**src/rtl/gt_seq_cmp.sv**
```systemverilog
// ---------------------------------------------------------------------------
// gt_seq_cmp -- multi-cycle magnitude comparator
//
// Compares two WIDTH-bit operands MSB-first, DIGIT bits per clock, and stops
// on the first slice that differs. Latency is 1..WIDTH/DIGIT cycles after the
// accepted start edge; done pulses for one cycle when gt/eq/lt become valid.
// Results hold until the next accepted start, which clears them.
//
// Parameters:
//   WIDTH  operand width (multiple of DIGIT)
//   DIGIT  bits compared per cycle (1..WIDTH)
//
// Ports:
//   clk          rising-edge clock
//   rst_n        asynchronous active-low reset
//   start        compare request, sampled only while idle
//   signed_mode  (SIGNED_CMP_EN only) two's-complement compare when 1
//   a, b         operands, captured on the accepted start edge
//   busy         high while the compare is running
//   done         one-cycle result-valid pulse
//   gt, eq, lt   a > b, a == b, a < b (one-hot after done)
//
// Optional feature macro: SIGNED_CMP_EN
// ---------------------------------------------------------------------------
module gt_seq_cmp #(
  parameter int WIDTH = 8,
  parameter int DIGIT = 2
) (
  input  logic             clk,
  input  logic             rst_n,
  input  logic             start,
`ifdef SIGNED_CMP_EN
  input  logic             signed_mode,
`endif
  input  logic [WIDTH-1:0] a,
  input  logic [WIDTH-1:0] b,
  output logic             busy,
  output logic             done,
  output logic             gt,
  output logic             eq,
  output logic             lt
);

  localparam int NSLICE = WIDTH / DIGIT;
  localparam int CNT_W  = (NSLICE > 1) ? $clog2(NSLICE) : 1;
  localparam logic [CNT_W-1:0] LAST_CNT = CNT_W'(NSLICE - 1);

  localparam logic [0:0] IDLE = 1'b0;
  localparam logic [0:0] RUN  = 1'b1;

  logic [0:0]       r_state;
  logic [WIDTH-1:0] r_a;
  logic [WIDTH-1:0] r_b;
  logic [CNT_W-1:0] r_cnt;
  logic             r_done;
  logic             r_gt;
  logic             r_eq;
  logic             r_lt;

  logic [WIDTH-1:0] w_a_load;
  logic [WIDTH-1:0] w_b_load;
  logic [DIGIT-1:0] w_a_sl;
  logic [DIGIT-1:0] w_b_sl;

  // Operand values as loaded. In signed mode the sign bits are flipped
  // (offset binary) so the unsigned slice compare orders two's-complement
  // values correctly without any extra logic in the scan path.
  always_comb begin
    w_a_load = a;
    w_b_load = b;
`ifdef SIGNED_CMP_EN
    w_a_load[WIDTH-1] = a[WIDTH-1] ^ signed_mode;
    w_b_load[WIDTH-1] = b[WIDTH-1] ^ signed_mode;
`endif
  end

  assign w_a_sl = r_a[WIDTH-1 -: DIGIT];
  assign w_b_sl = r_b[WIDTH-1 -: DIGIT];

  always_ff @(posedge clk or negedge rst_n) begin
    if (!rst_n) begin
      r_state <= IDLE;
      r_a     <= '0;
      r_b     <= '0;
      r_cnt   <= '0;
      r_done  <= 1'b0;
      r_gt    <= 1'b0;
      r_eq    <= 1'b0;
      r_lt    <= 1'b0;
    end else begin
      case (r_state)
        IDLE: begin
          r_done <= 1'b0;
          if (start) begin
            r_a     <= w_a_load;
            r_b     <= w_b_load;
            r_cnt   <= '0;
            r_gt    <= 1'b0;
            r_eq    <= 1'b0;
            r_lt    <= 1'b0;
            r_state <= RUN;
          end
        end
        RUN: begin
          if (w_a_sl != w_b_sl) begin
            r_gt    <= (w_a_sl > w_b_sl);
            r_lt    <= (w_a_sl < w_b_sl);
            r_eq    <= 1'b0;
            r_done  <= 1'b1;
            r_state <= IDLE;
          end else if (r_cnt == LAST_CNT) begin
            r_gt    <= 1'b0;
            r_lt    <= 1'b0;
            r_eq    <= 1'b1;
            r_done  <= 1'b1;
            r_state <= IDLE;
          end else begin
            // Next slice moves into the top DIGIT bits.
            r_a   <= r_a << DIGIT;
            r_b   <= r_b << DIGIT;
            r_cnt <= r_cnt + 1'b1;
          end
        end
        default: r_state <= IDLE;
      endcase
    end
  end

  assign busy = (r_state == RUN);
  assign done = r_done;
  assign gt   = r_gt;
  assign eq   = r_eq;
  assign lt   = r_lt;

endmodule

```
**config.mk**
```make
export PLATFORM = sky130hd
export DESIGN_NAME = gt_seq_cmp
export DESIGN_NICKNAME = d
export VERILOG_FILES = /design/src/rtl/gt_seq_cmp.sv
export SDC_FILE = /design/constraint.sdc
export NUM_CORES = 1
export LEC_CHECK = 0
export BUFFER_PORTS_ARGS = -buffer_cell sky130_fd_sc_hd__clkbuf_2
export CAP_MARGIN = 10
export CORE_ASPECT_RATIO = 0.6
export CORE_MARGIN = 5
export CORE_UTILIZATION = 45
export DETAILED_ROUTE_END_ITERATION = 7
export PLACE_DENSITY = 0.76
export SLEW_MARGIN = 20
export SYNTH_ARGS = -nofsm -noshare
export SYNTH_HDL_FRONTEND = slang
export SYNTH_SLANG_ARGS = --single-unit
```
**constraint.sdc**
```tcl
create_clock -name clk -period 2.3 [get_ports clk]
set_input_delay 0.46 -clock clk [delete_from_list [all_inputs] [get_ports clk]]
set_output_delay 0.46 -clock clk [all_outputs]
set_load 0.03 [all_outputs]
```
==> flow_metrics.tcl, run 1 <==
set metrics [dict create \
    status "complete, no violations" \
    r2r_slack_ns 0.40 \
    cts_resized 0 \
    grt_max_degree 24 \
    grt_usage 0.122 \
    crit_path_end "r_a[4]" \
    worstPathRequired_ns 2.45 \
    report.final.slew_viol_count 0 \
    hold_violations 0 \
    period_needed_ns 1.90 \
    n_antenna_cell 0 \
    synthCells 89 \
    finalSetupViolations 0 \
    max_cap_violations 0 \
    drtIter0Drc 58 \
    r2r_end "r_a[4]" \
    yosysSeqAreaShare 0.497 \
    reg2reg_from "r_a[7]" \
    finalPower_mw 1.93 \
    via_per_inst 5.14 \
    min_path_type "in2async" \
    end_kind "flip-flop" \
    start_util 0.466 \
    mappedNetlistArea_um2 1160 \
    die_y_um 49.3 \
    die_area_um2 3720 \
    drt_pre_antenna_iters 2 \
    yosysWarnings 0 \
    gr-total-overflow 0 \
    numCtsBuffers 3 \
    cts_setup_buffers 0 \
    port_buffers 23 \
    fmax_ghz 0.526 \
    cts_tree "built" \
    leakagePower_nw 0.686 \
    slew-limit-headroom 0.622 \
    synth.largest_area_cell "dfrtp_1" \
    grt_pass1_wl_mm 3.49 \
    clkTransAtPathRegs_ns 0.08 \
    cp-start-kind "flip-flop" \
    hpwl_mm 1.54 \
    timing.final.ws_setup_ns 0.400 \
    synthDistinctLibCells 26 \
    cp.arrival_ns 2.05 \
    post-place-ws_ns 0.415 \
    cts_sinks 23 \
    cts_buffer_depth 2 \
    layout_common_cells "dfrtp_1, clkbuf_2, mux2_2" \
    pin_count 24 \
    power.density_nw_per_um2 1450 \
    syn_area_per_cell_um2 13.0 \
    fin_worst_skew_ns 0.00146 \
    worstSetupPathType "reg2reg" \
    wl_mm 2.06 \
    tns_ns 0 \
    place.gp.congestion 0.766 \
    synth.top_cell.area_share 0.497 \
    clk_latency_ns 0.26 \
    wire_per_inst_um 14.1 \
    rows 14 \
    h-tree-depth 1 \
    drc 0 \
    worst-path-max-fanout 17 \
    rsz0062_at_grt "no" \
    core_um2 2490 \
    chipWidth_um 75.5 \
    grt_antenna_before_repair 0 \
    synth_nets 111 \
    synth_seq_cells 23 \
    area_growth_pct 15.0 \
    ys_top_cells_by_area "dfrtp_1, mux2_2, mux2i_1, mux2_4, ha_1" \
    vias 751 \
    tightest_slew_ns 0.567 \
    fin_crit_sh 0.826 \
    root_buffer "clkbuf_8" \
    rr_worst_depth 5 \
    nets 137 \
    grt_pass1_vias 751 \
    peakVddDrop_v 0.000520 \
    layout-drive-gt1-share 0.474 \
    hold_buffers 0 \
    ant_nets 0 \
    startpoint "r_a[7]" \
]
[flip-flops by register name (all words and copies together) (netlist names)]
signal and cells:
r_a 8, eq 1, busy 1, gt 1
done 1, r_b 8, lt 1, r_cnt 2
[cell type report]
cell class,instances,area [um^2]
flip-flops and latches,23,576
inverters,5,18.8
well taps,32,40.0
fillers,212,1150
multi-input cells,57,523
repair buffers,25,130
clock buffers,4,45.0
[worst max-delay path, stage by stage, from the launching register on]
cell	delay, ns
dfrtp_1	0.39
ha_1	0.33
and3b_1	0.28
mux2i_4	0.16
buf_4	0.27
mux2_2	0.36
[how the worst min path moves through the flow]
stage	startpoint	slack, ns	depth (start not counted)	endpoint
after floorplan	rst_n	0.16	0	busy
after global placement	r_a[1]	0.46	1	r_a[1]
after detailed placement	r_a[0]	0.47	1	r_a[0]
after CTS	rst_n	0.20	1	r_cnt[1]
after global routing	rst_n	0.24	1	r_cnt[1]
final	rst_n	0.18	1	eq
[stage by stage]
step | area [um^2] | cells | util | hold WS, ns
2_1_floorplan | 1160 | 89 | - | 0.164
3_3_place_gp | 1290 | 142 | 0.518 | 0.461
3_5_place_dp | 1290 | 142 | 0.518 | 0.465
4_1_cts | 1330 | 146 | 0.536 | 0.198
5_1_grt | 1330 | 146 | 0.536 | 0.243
6_report | 1330 | 146 | 0.536 | 0.180
[kinds of logic after synthesis]
group           Yosys count  share of synthesized area
mux                      26                      0.267
flops                    23                      0.497
buf+inv                   9                     0.0518
fa+ha+maj                 3                     0.0324
xor+xnor                  1                    0.00756
simple gates             16                     0.0724
compound gates           11                     0.0724
[synthesized netlist by cell type]
library cell and number:
o21ai_0 1, mux2i_1 5, inv_1 5, nor2b_1 1
mux2_2 17, ha_1 3, and3_1 4, a21o_2 4
dfrtp_1 23, a21oi_1 1, o22ai_1 1, o211ai_1 1
a211o_1 1, and3b_1 1, nor2_1 2, and3_2 1
nand2_1 5, buf_4 2, buf_6 1, a2111oi_0 1
o31ai_1 1, mux2_4 3, buf_8 1, nand3_1 2
xnor2_1 1, mux2i_4 1
[metal layers]
metal | track usage | wire length (um)
met4 | 0 | 0
met3 | 0.0535 | 179
met2 | 0.191 | 866
met1 | 0.168 | 1020
met5 | 0 | 0
[power breakdown]
group	total (mW)	internal, mW	switching, mW
registers	0.721	0.596	0.125
clock network	0.245	0.123	0.122
logic	0.967	0.518	0.449
total	1.93	1.24	0.696
(Power assumes the default switching activity.)
==> run 2, diff against run 1 <==
Settings changed: ABC_AREA from default to 1.
Clock period 2.3 ns to 1.98 ns, I/O delays scaled along.
==> run 2 against run 1 <==
  * Combinational power rose by 21%
  * Global-route usage up 2.2 points
  * Synthesized cell count up 72%
  * Highest routed layer is now met4
  * Critical path depth fell by 3
  * Sequential share of layout area barely moved
  * Via count is 31% higher
  * Core utilization rose by 0.050 points
  * Count of clock-buffer cells in the layout down 1
  * Register-to-register slack gained 0.09 ns
  * Area after synthesis is 0.76% higher
  * Die area rose by 0.63%
  * Largest cell class unchanged
==> flow_metrics.tcl, run 2 <==
set metrics [dict create \
    peakVddDrop_v 0.000672 \
    syn_area_per_cell_um2 7.63 \
    power.density_nw_per_um2 1710 \
    ys_top_cells_by_area "dfrtp_1, nand2_1, nand3_1, ha_1, buf_6" \
    final_common_cell "nand2_1" \
    grt_usage 0.145 \
    die_area_um2 3750 \
    n_antenna_cell 0 \
    layout-drive-gt1-share 0.183 \
    vias 984 \
    synth_top_family_by_area "simple AND/OR/NAND/NOR gates" \
    hold_buffers 0 \
    multi_input_area_um2 514 \
    tns_ns 0 \
    grt_antenna_before_repair 0 \
    pin_count 24 \
    mappedNetlistArea_um2 1170 \
    h-tree-depth 1 \
    synth.top_cell.area_share 0.493 \
    area_growth_pct 14.3 \
    cts_sinks 23 \
    min_path_type "in2async" \
    core_um2 2490 \
    cp-start-kind "flip-flop" \
    synth_ff_type "dfrtp_1" \
    cts_setup_buffers 0 \
    ys_async_sr_fraction 1.00 \
    yosysSeqAreaShare 0.493 \
    clk_latency_ns 0.26 \
    wl_met1_mm 1.32 \
    layout_common_cells "nand2_1, dfrtp_1, clkbuf_2, nand3_1, inv_1" \
    rows 14 \
    top_layer_used "met4" \
    synth_compound_area_frac 0.0107 \
    fmax_ghz 0.631 \
    dr_wl_met3_um 123 \
    n_fill_cell 257 \
    synth_nets 175 \
    max_cap_violations 0 \
    worstSetupPathType "reg2out" \
    status "complete, no violations" \
    drtIter0Drc 41 \
    cp.arrival_ns 1.19 \
    worst-path-max-fanout 18 \
    synth-edff-count 0 \
    nets 198 \
    gr-total-overflow 0 \
    finalPower_mw 2.28 \
    synthDistinctLibCells 15 \
    port_buffers 23 \
    worstPathRequired_ns 1.58 \
    rsz0062_at_grt "no" \
    chipWidth_um 75.8 \
    post-route-cell-area_um2 1330 \
    leakagePower_nw 0.800 \
    place.gp.congestion 0.828 \
    period_needed_ns 1.58 \
    clkTransAtPathRegs_ns 0.09 \
    yosys.area_share.adder 0.0322 \
    tightest_slew_ns 0.578 \
    drt_pre_antenna_iters 4 \
    yosysWarnings 0 \
    muxShareOfSynthArea 0 \
    wl_met2_mm 1.01 \
    instances_no_fill 207 \
    dpl-instance-area_um2 1290 \
    wire_per_inst_um 11.9 \
    synth-simple-area-share 0.398 \
    hold_violations 0 \
    synthCells 153 \
    drc 0 \
    start_util 0.469 \
    grt_max_degree 24 \
    wl_mm 2.46 \
    synth_seq_cells 23 \
    dp_cells 203 \
    cts_tree "built" \
    fin_worst_skew_ns 0.0126 \
    grt_pass1_vias 952 \
    slew-limit-headroom 0.615 \
    synth.largest_area_cell "dfrtp_1" \
    final_util 0.536 \
    die_y_um 49.5 \
    synth.most_common_cell "nand2_1" \
    report.final.slew_viol_count 0 \
    numCtsBuffers 3 \
    yosys-top-cells-count "nand2_1, dfrtp_1, nand3_1" \
    rr_worst_depth 5 \
    grt_pass1_wl_mm 4.23 \
    end_kind "output port" \
    via_per_inst 4.75 \
    top_regs "r_a x8, r_b x8, r_cnt x2" \
    fin_crit_sh 0.800 \
    ant_nets 0 \
    hpwl_mm 1.81 \
    seq_area_um2 576 \
    cts_buffer_depth 2 \
    root_buffer "clkbuf_8" \
    cts_resized 0 \
    synth_xor_area_frac 0 \
    finalSetupViolations 0 \
]
==> run 2: changes by cell type after synthesis, moves of 2 or more <==
cell / delta
a21o_2: -4
and3_1: -4
buf_2: +4
buf_4: -2
mux2_2: -17
mux2_4: -3
mux2i_1: -5
nand2_1: +80
nand3_1: +17
nor2_1: +2
==> run 2: layer usage <==
metal  vias up  track usage
li1        523            -
met1       447        0.214
met2        12        0.213
met3         2       0.0446
met4         0       0.0174
met5         -            0
==> run 2: power breakdown <==
| group | switching, mW | internal (mW) |
|---|---|---|
| combinational | 0.798 | 0.376 |
| clock | 0.149 | 0.140 |
| sequential | 0.126 | 0.690 |
| total | 1.07 | 1.21 |
==> run 2: worst paths after layout <==
| kind | from | to | slack, ns |
|---|---|---|---|
| hold reg to reg | r_a[1] | r_a[1] | 0.48 |
| setup / recovery | busy | busy | 0.40 |
| setup reg to reg | r_a[7] | r_b[4] | 0.49 |
| min in group clk | a[0] | r_a[0] | 0.35 |
| max in group asynchronous | rst_n | r_b[6] | 1.48 |
| hold / removal | rst_n | r_a[3] | 0.11 |
==> run 2: final cells by class <==
type	instances	share of cell area
clock buffer	3	0.0310
clock inverter	1	0.00375
inverter	8	0.0263
multi-input combinational	116	0.386
sequential	23	0.432
tap	32	0.0300
timing repair buffer	24	0.0919
==> run 2: kinds of logic after synthesis <==
family,count (synthesis)
simple gates,111
fa+ha+maj,3
buf+inv,14
compound gates,2
flops,23
==> run 2: worst max-delay path: stages, from the launching register on <==
cell	delay, ns
dfrtp_1	0.42
buf_4	0.25
clkbuf_2	0.24
==> run 2: metrics by stage <==
step / hold WS, ns / setup slack (ns)
after global placement: 0.420 / 0.572
after floorplan: 0.100 / 0.654
after detailed placement: 0.418 / 0.514
after CTS: 0.127 / 0.381
after global routing: 0.156 / 0.321
final: 0.109 / 0.395
